## src/rtl/sev_seg_scan.sv

```systemverilog
// Six-digit time-multiplexed seven-segment scanner with guard dead time, blink and blanking.
// Optional LEAD_ZERO_BLANK_EN: suppresses a leading zero in the hr1 digit (slot 5).
module sev_seg_scan #(
  parameter int unsigned CLK_HZ   = 50_000_000,
  parameter int unsigned SCAN_HZ  = 1000,
  parameter int unsigned GUARD    = 2,
  parameter int unsigned BLINK_HZ = 2
) (
  input  logic        clk,
  input  logic        rst,
  input  logic [23:0] digits,
  input  logic [5:0]  blank_mask,
  input  logic [5:0]  blink,
  output logic [6:0]  seg_n,
  output logic [5:0]  an_n,
  output logic        frame_tick
);

  localparam int unsigned Div    = CLK_HZ / SCAN_HZ;
  localparam int unsigned Bdiv   = CLK_HZ / (2 * BLINK_HZ);
  localparam int unsigned PreW   = $clog2(Div);
  localparam int unsigned BcntW  = (Bdiv > 1) ? $clog2(Bdiv) : 1;

  localparam logic [PreW-1:0]  PreLast  = PreW'(Div - 1);
  localparam logic [PreW-1:0]  PreGuard = PreW'(GUARD);
  localparam logic [BcntW-1:0] BcntLast = BcntW'(Bdiv - 1);

  logic [PreW-1:0]  pre_q;
  logic [2:0]       idx_q;
  logic [3:0]       cur_q;
  logic [BcntW-1:0] bcnt_q;
  logic             bphase_q;

  logic       slot_end;
  logic       guard_on;
  logic [2:0] idx_nxt;
  logic       suppressed;
  logic [6:0] seg_dec;
  logic [5:0] an_d;
  logic [6:0] seg_d;

  always_comb begin
    slot_end = (pre_q == PreLast);
    guard_on = (pre_q < PreGuard);
    idx_nxt  = (idx_q == 3'd5) ? 3'd0 : idx_q + 3'd1;

    unique case (cur_q)
      4'd0:    seg_dec = 7'h40;
      4'd1:    seg_dec = 7'h79;
      4'd2:    seg_dec = 7'h24;
      4'd3:    seg_dec = 7'h30;
      4'd4:    seg_dec = 7'h19;
      4'd5:    seg_dec = 7'h12;
      4'd6:    seg_dec = 7'h02;
      4'd7:    seg_dec = 7'h78;
      4'd8:    seg_dec = 7'h00;
      4'd9:    seg_dec = 7'h10;
      default: seg_dec = 7'h7F;
    endcase

    suppressed = blank_mask[idx_q] | (blink[idx_q] & bphase_q) | (cur_q > 4'd9);
`ifdef LEAD_ZERO_BLANK_EN
    if (idx_q == 3'd5 && cur_q == 4'd0) begin
      suppressed = 1'b1;
    end
`endif

    an_d  = guard_on ? 6'h3F : ~(6'b000001 << idx_q);
    seg_d = (guard_on || suppressed) ? 7'h7F : seg_dec;
  end

  // cur resets to an invalid code so the first slot after reset stays dark
  // instead of flashing a value that was never captured.
  always_ff @(posedge clk or negedge rst) begin
    if (!rst) begin
      pre_q      <= '0;
      idx_q      <= 3'd0;
      cur_q      <= 4'hF;
      bcnt_q     <= '0;
      bphase_q   <= 1'b0;
      an_n       <= 6'h3F;
      seg_n      <= 7'h7F;
      frame_tick <= 1'b0;
    end else begin
      pre_q <= slot_end ? '0 : pre_q + 1'b1;
      if (slot_end) begin
        idx_q <= idx_nxt;
        cur_q <= digits[{idx_nxt, 2'b00} +: 4];
      end
      if (bcnt_q == BcntLast) begin
        bcnt_q   <= '0;
        bphase_q <= ~bphase_q;
      end else begin
        bcnt_q <= bcnt_q + 1'b1;
      end
      an_n       <= an_d;
      seg_n      <= seg_d;
      frame_tick <= slot_end && (idx_q == 3'd5);
    end
  end

endmodule

```

## config.mk

```make
export PLATFORM = sky130hd
export DESIGN_NAME = sev_seg_scan
export DESIGN_NICKNAME = d
export VERILOG_FILES = /design/src/rtl/sev_seg_scan.sv
export SDC_FILE = /design/constraint.sdc
export NUM_CORES = 1
export LEC_CHECK = 0
export ABC_CLOCK_PERIOD_IN_PS = 2300
export CAP_MARGIN = 0
export CORE_MARGIN = 8
export CORE_UTILIZATION = 53
export CTS_CLUSTER_SIZE = 28
export DETAILED_ROUTE_END_ITERATION = 8
export PLACE_DENSITY = 0.86
export SETUP_SLACK_MARGIN = 0.2
export SLEW_MARGIN = 20
export SYNTH_ARGS = -nofsm -noshare
export SYNTH_HDL_FRONTEND = slang
export SYNTH_SLANG_ARGS = --single-unit
```

## constraint.sdc

```tcl
create_clock -name clk -period 2.3 [get_ports clk]
set_input_delay 0.345 -clock clk [delete_from_list [all_inputs] [get_ports clk]]
set_output_delay 0.345 -clock clk [all_outputs]
set_load 0.005 [all_outputs]
```

# After elaboration in Yosys (flattened, before gate mapping)
# Memories as Yosys holds them, arrays and structs flattened.
# Index checks and enable logic that the tools add are counted.
# word_totals
mem_count	1
ff_bits	62
romBits	112
# memory_table
name	words	word_bits	read_ports	rd_clocked_by_memory_dff	write_ports	line_no	rtl
(no name shown)	16	7	1	0	0	47	unique case (cur_q)
# op_classes
muxes	9
n_bitwise	5
add_sub_neg	3
magnitude_cmp	3
n_reduce_logical	2
n_shift	2
eq_ne	3
# op_table
cell	count
adder 24 x 1 -> 24 bit (second input constant)	1
== test 24 bit (second input constant)	1
two-way mux 24 bit	1
indexed part select 24 x 6 -> 4 bit	1
adder 16 x 1 -> 16 bit (second input constant)	1
== test 16 bit (second input constant)	1
less-than comparator 16 x 2 -> 1 bit (second input constant)	1
two-way mux 16 bit	1
two-way mux 7 bit	1
binary-select mux 1 bit (select 3 bit)	2
two-way mux 6 bit	1
NOT 6 bit	1
left shift 1 x 3 -> 6 bit (first input constant)	1
> comparator 4 bit (second input constant)	1
less-than comparator 3 x 4 -> 1 bit (second input constant)	1
adder 3 x 1 -> 3 bit (second input constant)	1
== test 3 bit (second input constant)	1
two-way mux 3 bit	1
two-way mux 1 bit	2
OR 1 bit	2
AND 1 bit	1
logical AND 1 bit	1
logical OR 1 bit	1
NOT 1 bit	1

# Depth between registers and ports, before layout
# depth
word_depth	7
ltp_mapped	9
depth_no_buf	7

# Worst setup path before layout
# No wires, ideal clock.
# synth_path
path_kind	flip-flop to flip-flop
startpoint	register idx_q[1]
endpoint	register cur_q[0]
setup_time_ps	73
n_path_buf	3
arrival_time_ps	1858
slack_ps	369
path_stages_with_launch	10
t_required_ps	2227
cell_sequence	dfrtp_1 > clkbuf_1 > and2_1 > clkbuf_1 > ha_1 > clkbuf_1 > o21ai_0 > a32oi_1 > nor2_1 > a21oi_1
# synth_via
elab_chain_cells	3
# synth_lines
item	line_no	rtl
start, declared	29	logic [2:0] idx_q;
start signal, assigned	87	idx_q <= idx_nxt;
adder 3 x 1 -> 3 bit or == test 3 bit (tied branches)	45	idx_nxt = (idx_q == 3'd5) ? 3'd0 : idx_q + 3'd1;
two-way mux 3 bit *	45	
indexed part select 24 x 6 -> 4 bit *	88	cur_q <= digits[{idx_nxt, 2'b00} +: 4];
end signal, assigned	88	
end, declared	30	logic [3:0] cur_q;
# Mark *: on every way between the ends. The rest lies on a longest branch, timed or not.
# A chain may end at the register's enable or synchronous reset.

# Worst setup path in the final report
# layout_path
startpoint	register bcnt_q[8]
endpoint	register bcnt_q[5]
# layout_via
elab_chain_cells	2
# layout_lines
item	line_no	rtl
start, declared	31	logic [BcntW-1:0] bcnt_q;
start signal, assigned	94	bcnt_q <= bcnt_q + 1'b1;
== test 24 bit	90	if (bcnt_q == BcntLast) begin
two-way mux 24 bit	90	
# Every way passes these cells.

==> reports/qor.csv <==
metric;value;unit
outcome;complete, no violations;
rsz0062_at_grt;no;
cts_tree;built;
insertion_delay;340;ps
worstSetupPathType;flip-flop to flip-flop;
num_io_pins;52;
seq_area_frac_synth;0.495;
place_area;0.00377;sq mm
rows;28;
avgSynthCellArea;9.90;sq um
fp.coreArea;0.00585;sq mm
grt_pass1_wl;12000;microns
fillCellCount;417;
hold_buffers;0;
syn_area;0.00318;sq mm
cts_max_path_buffers;2;
synth_area_leaders;dfrtp_1 35%, dfstp_2 14%, nor2_1 4.8%;
slew_viol_final;0;
cts_resized;0;
htreeDepth;3;
cts_sinks;62;
path_clk_slew;80;ps
ys_ff_latch;62;
route.detailed.drc;0;
async_flop_share;1.00;
grtUsageTotal;0.174;
synth_edf_count;0;
final_cells;456;
setup_violations;0;
gr-total-overflow;0;
final_nets;422;
worstMarginPinSlew;762;ps
slew_headroom;0.492;
period_share;0.851;
first_global_vias;2590;
whs;155;ps
ir_drop;340;uV
io_buffers;51;
fin_setup_tns;0;ps
hold_viol;0;
die_area;0.00873;sq mm
cp_max_fo;11;
power_density;559;mW/mm^2
end_kind;flip-flop;
cts_made_buffers;9;
firstDrtPassIters;4;
dpl.hpwl;5240;microns
initial_core_util;0.543;
synth_ff_type;dfrtp_1;
fin_crit;1960;ps
die_x;93.4;microns
pre_cts_ws;373;ps
setup_ws;342;ps
utilization;0.681;
synthCells;321;
fmax;511;MHz
cp.required;2510;ps
post-cts-setup-buffers;0;
wl;7170;microns
worstPathArrival;2170;ps
antenna_cells;0;
yosysTopAreaCell;dfrtp_1;
syn_nets;367;
finalPower;2.23;mW
die_h;93.4;microns
synth_top_area_share;0.354;
synth-warning-count;0;
clockRootBuffer;clkbuf_8;
dp.cells;440;
synth_cell_types;42;
start_kind;flip-flop;
cap_violations;0;
hp-class;input port to asynchronous set/reset pin;
drt-initial-drc-count;86;
finalWeightedCongestion;0.843;
via_per_inst;5.55;
finalClockSkew;13.3;ps
grt_start_max_net_pins;63;
antenna_found_initial;0;
area_growth;25.4;%
wire_per_inst;15.7;microns
post_route_cells_drive_above_1_share;0.142;
num_vias;2531;
ant_nets;0;
postLayoutCellArea;0.00399;sq mm
p_leak;1.77;nW
kinds of logic after synthesis:
| family | after synthesis | synth area share |
|---|---|---|
| compound gates | 43 | 0.0831 |
| xor+xnor | 33 | 0.0909 |
| fa+ha+maj | 8 | 0.0315 |
| buf+inv | 21 | 0.0264 |
| mux | 11 | 0.0386 |
| flops | 62 | 0.495 |
| simple gates | 143 | 0.235 |
report_power, final:
| group | leakage, nW | internal, mW | switching [mW] |
|---|---|---|---|
| Clock | 0.106 | 0.608 | 0.425 |
| Combinational | 0.880 | 0.0654 | 0.0382 |
| Sequential | 0.779 | 1.09 | 0 |
routing by layer:
metal / GRT usage / vias up / routed length (microns)
li1: - / 1231 / -
met1: 0.208 / 1220 / 3110
met2: 0.286 / 63 / 3570
met3: 0.0425 / 17 / 320
met4: 0.0819 / 0 / 167
met5: 0 / - / 0
state kept, by name, summed over array words and instances, names as in the netlist:
signal,cells
an_n,6
seg_n,7
cur_q,4
frame_tick,1
bcnt_q,24
idx_q,3
pre_q,16
bphase_q,1
layout by cell type (no fill, tap or decap), types with 5 or more instances in the layout:
| cell | n |
|---|---|
| nand4_1 | 9 |
| nor2_1 | 41 |
| buf_4 | 7 |
| clkdlybuf4s50_1 | 50 |
| xor2_1 | 17 |
| dfrtp_1 | 45 |
| inv_1 | 7 |
| a21oi_1 | 14 |
| nor3_1 | 5 |
| a211oi_1 | 5 |
| nand2_1 | 35 |
| ha_1 | 8 |
| nand3_1 | 18 |
| clkbuf_8 | 9 |
| xnor2_1 | 16 |
| dfstp_2 | 17 |
| mux2_2 | 6 |
| o21ai_0 | 13 |
final timing paths:
| check | to | start | slack (ps) | cells after the start |
|---|---|---|---|---|
| max | bcnt_q[5]$_DFF_PN0_ | bcnt_q[8]$_DFF_PN0_ | 340 | 4 |
| min | bcnt_q[9]$_DFF_PN0_ | rst | 160 | 2 |
| max reg2reg | bcnt_q[5]$_DFF_PN0_ | bcnt_q[8]$_DFF_PN0_ | 340 | 4 |
| min reg2reg | bcnt_q[0]$_DFF_PN0_ | bcnt_q[0]$_DFF_PN0_ | 480 | 1 |
| max in group asynchronous | idx_q[0]$_DFFE_PN0N_ | rst | 1630 | 2 |
| min in group clk | bcnt_q[0]$_DFF_PN0_ | bcnt_q[0]$_DFF_PN0_ | 480 | 1 |
cells in the mapped netlist, types with 2 or more instances:
library cell  instances
dfrtp_1              45
nor2_1               41
nand2_1              35
nand3_1              18
dfstp_2              17
xor2_1               17
xnor2_1              16
a21oi_1              14
o21ai_0              13
clkbuf_1             12
nand4_1               9
ha_1                  8
inv_1                 7
mux2_2                6
a211oi_1              5
nor3_1                5
a22oi_1               4
a32oi_1               4
and3_1                4
and4_1                4
mux2i_1               4
nor2b_1               4
nor4_1                4
and2_1                3
nand2b_1              3
nor4_4                2
or3_1                 2
final cells by class:
class,count,area [sq um],share of cell area
flip-flops and latches,62,1570,0.395
multi-input cells,238,1520,0.382
repair buffers,58,558,0.140
clock buffers,10,128,0.0320
well taps,75,93.8,0.0235
clock inverters,6,86.3,0.0217
inverters,7,26.3,0.00659
critical path: stages (launching register included):
cell and delay (ps):
dfrtp_1 410, or4b_1 580, nor4_4 550, buf_4 250, nor2_1 50
Note: power is estimated with default switching activity, not from simulation.
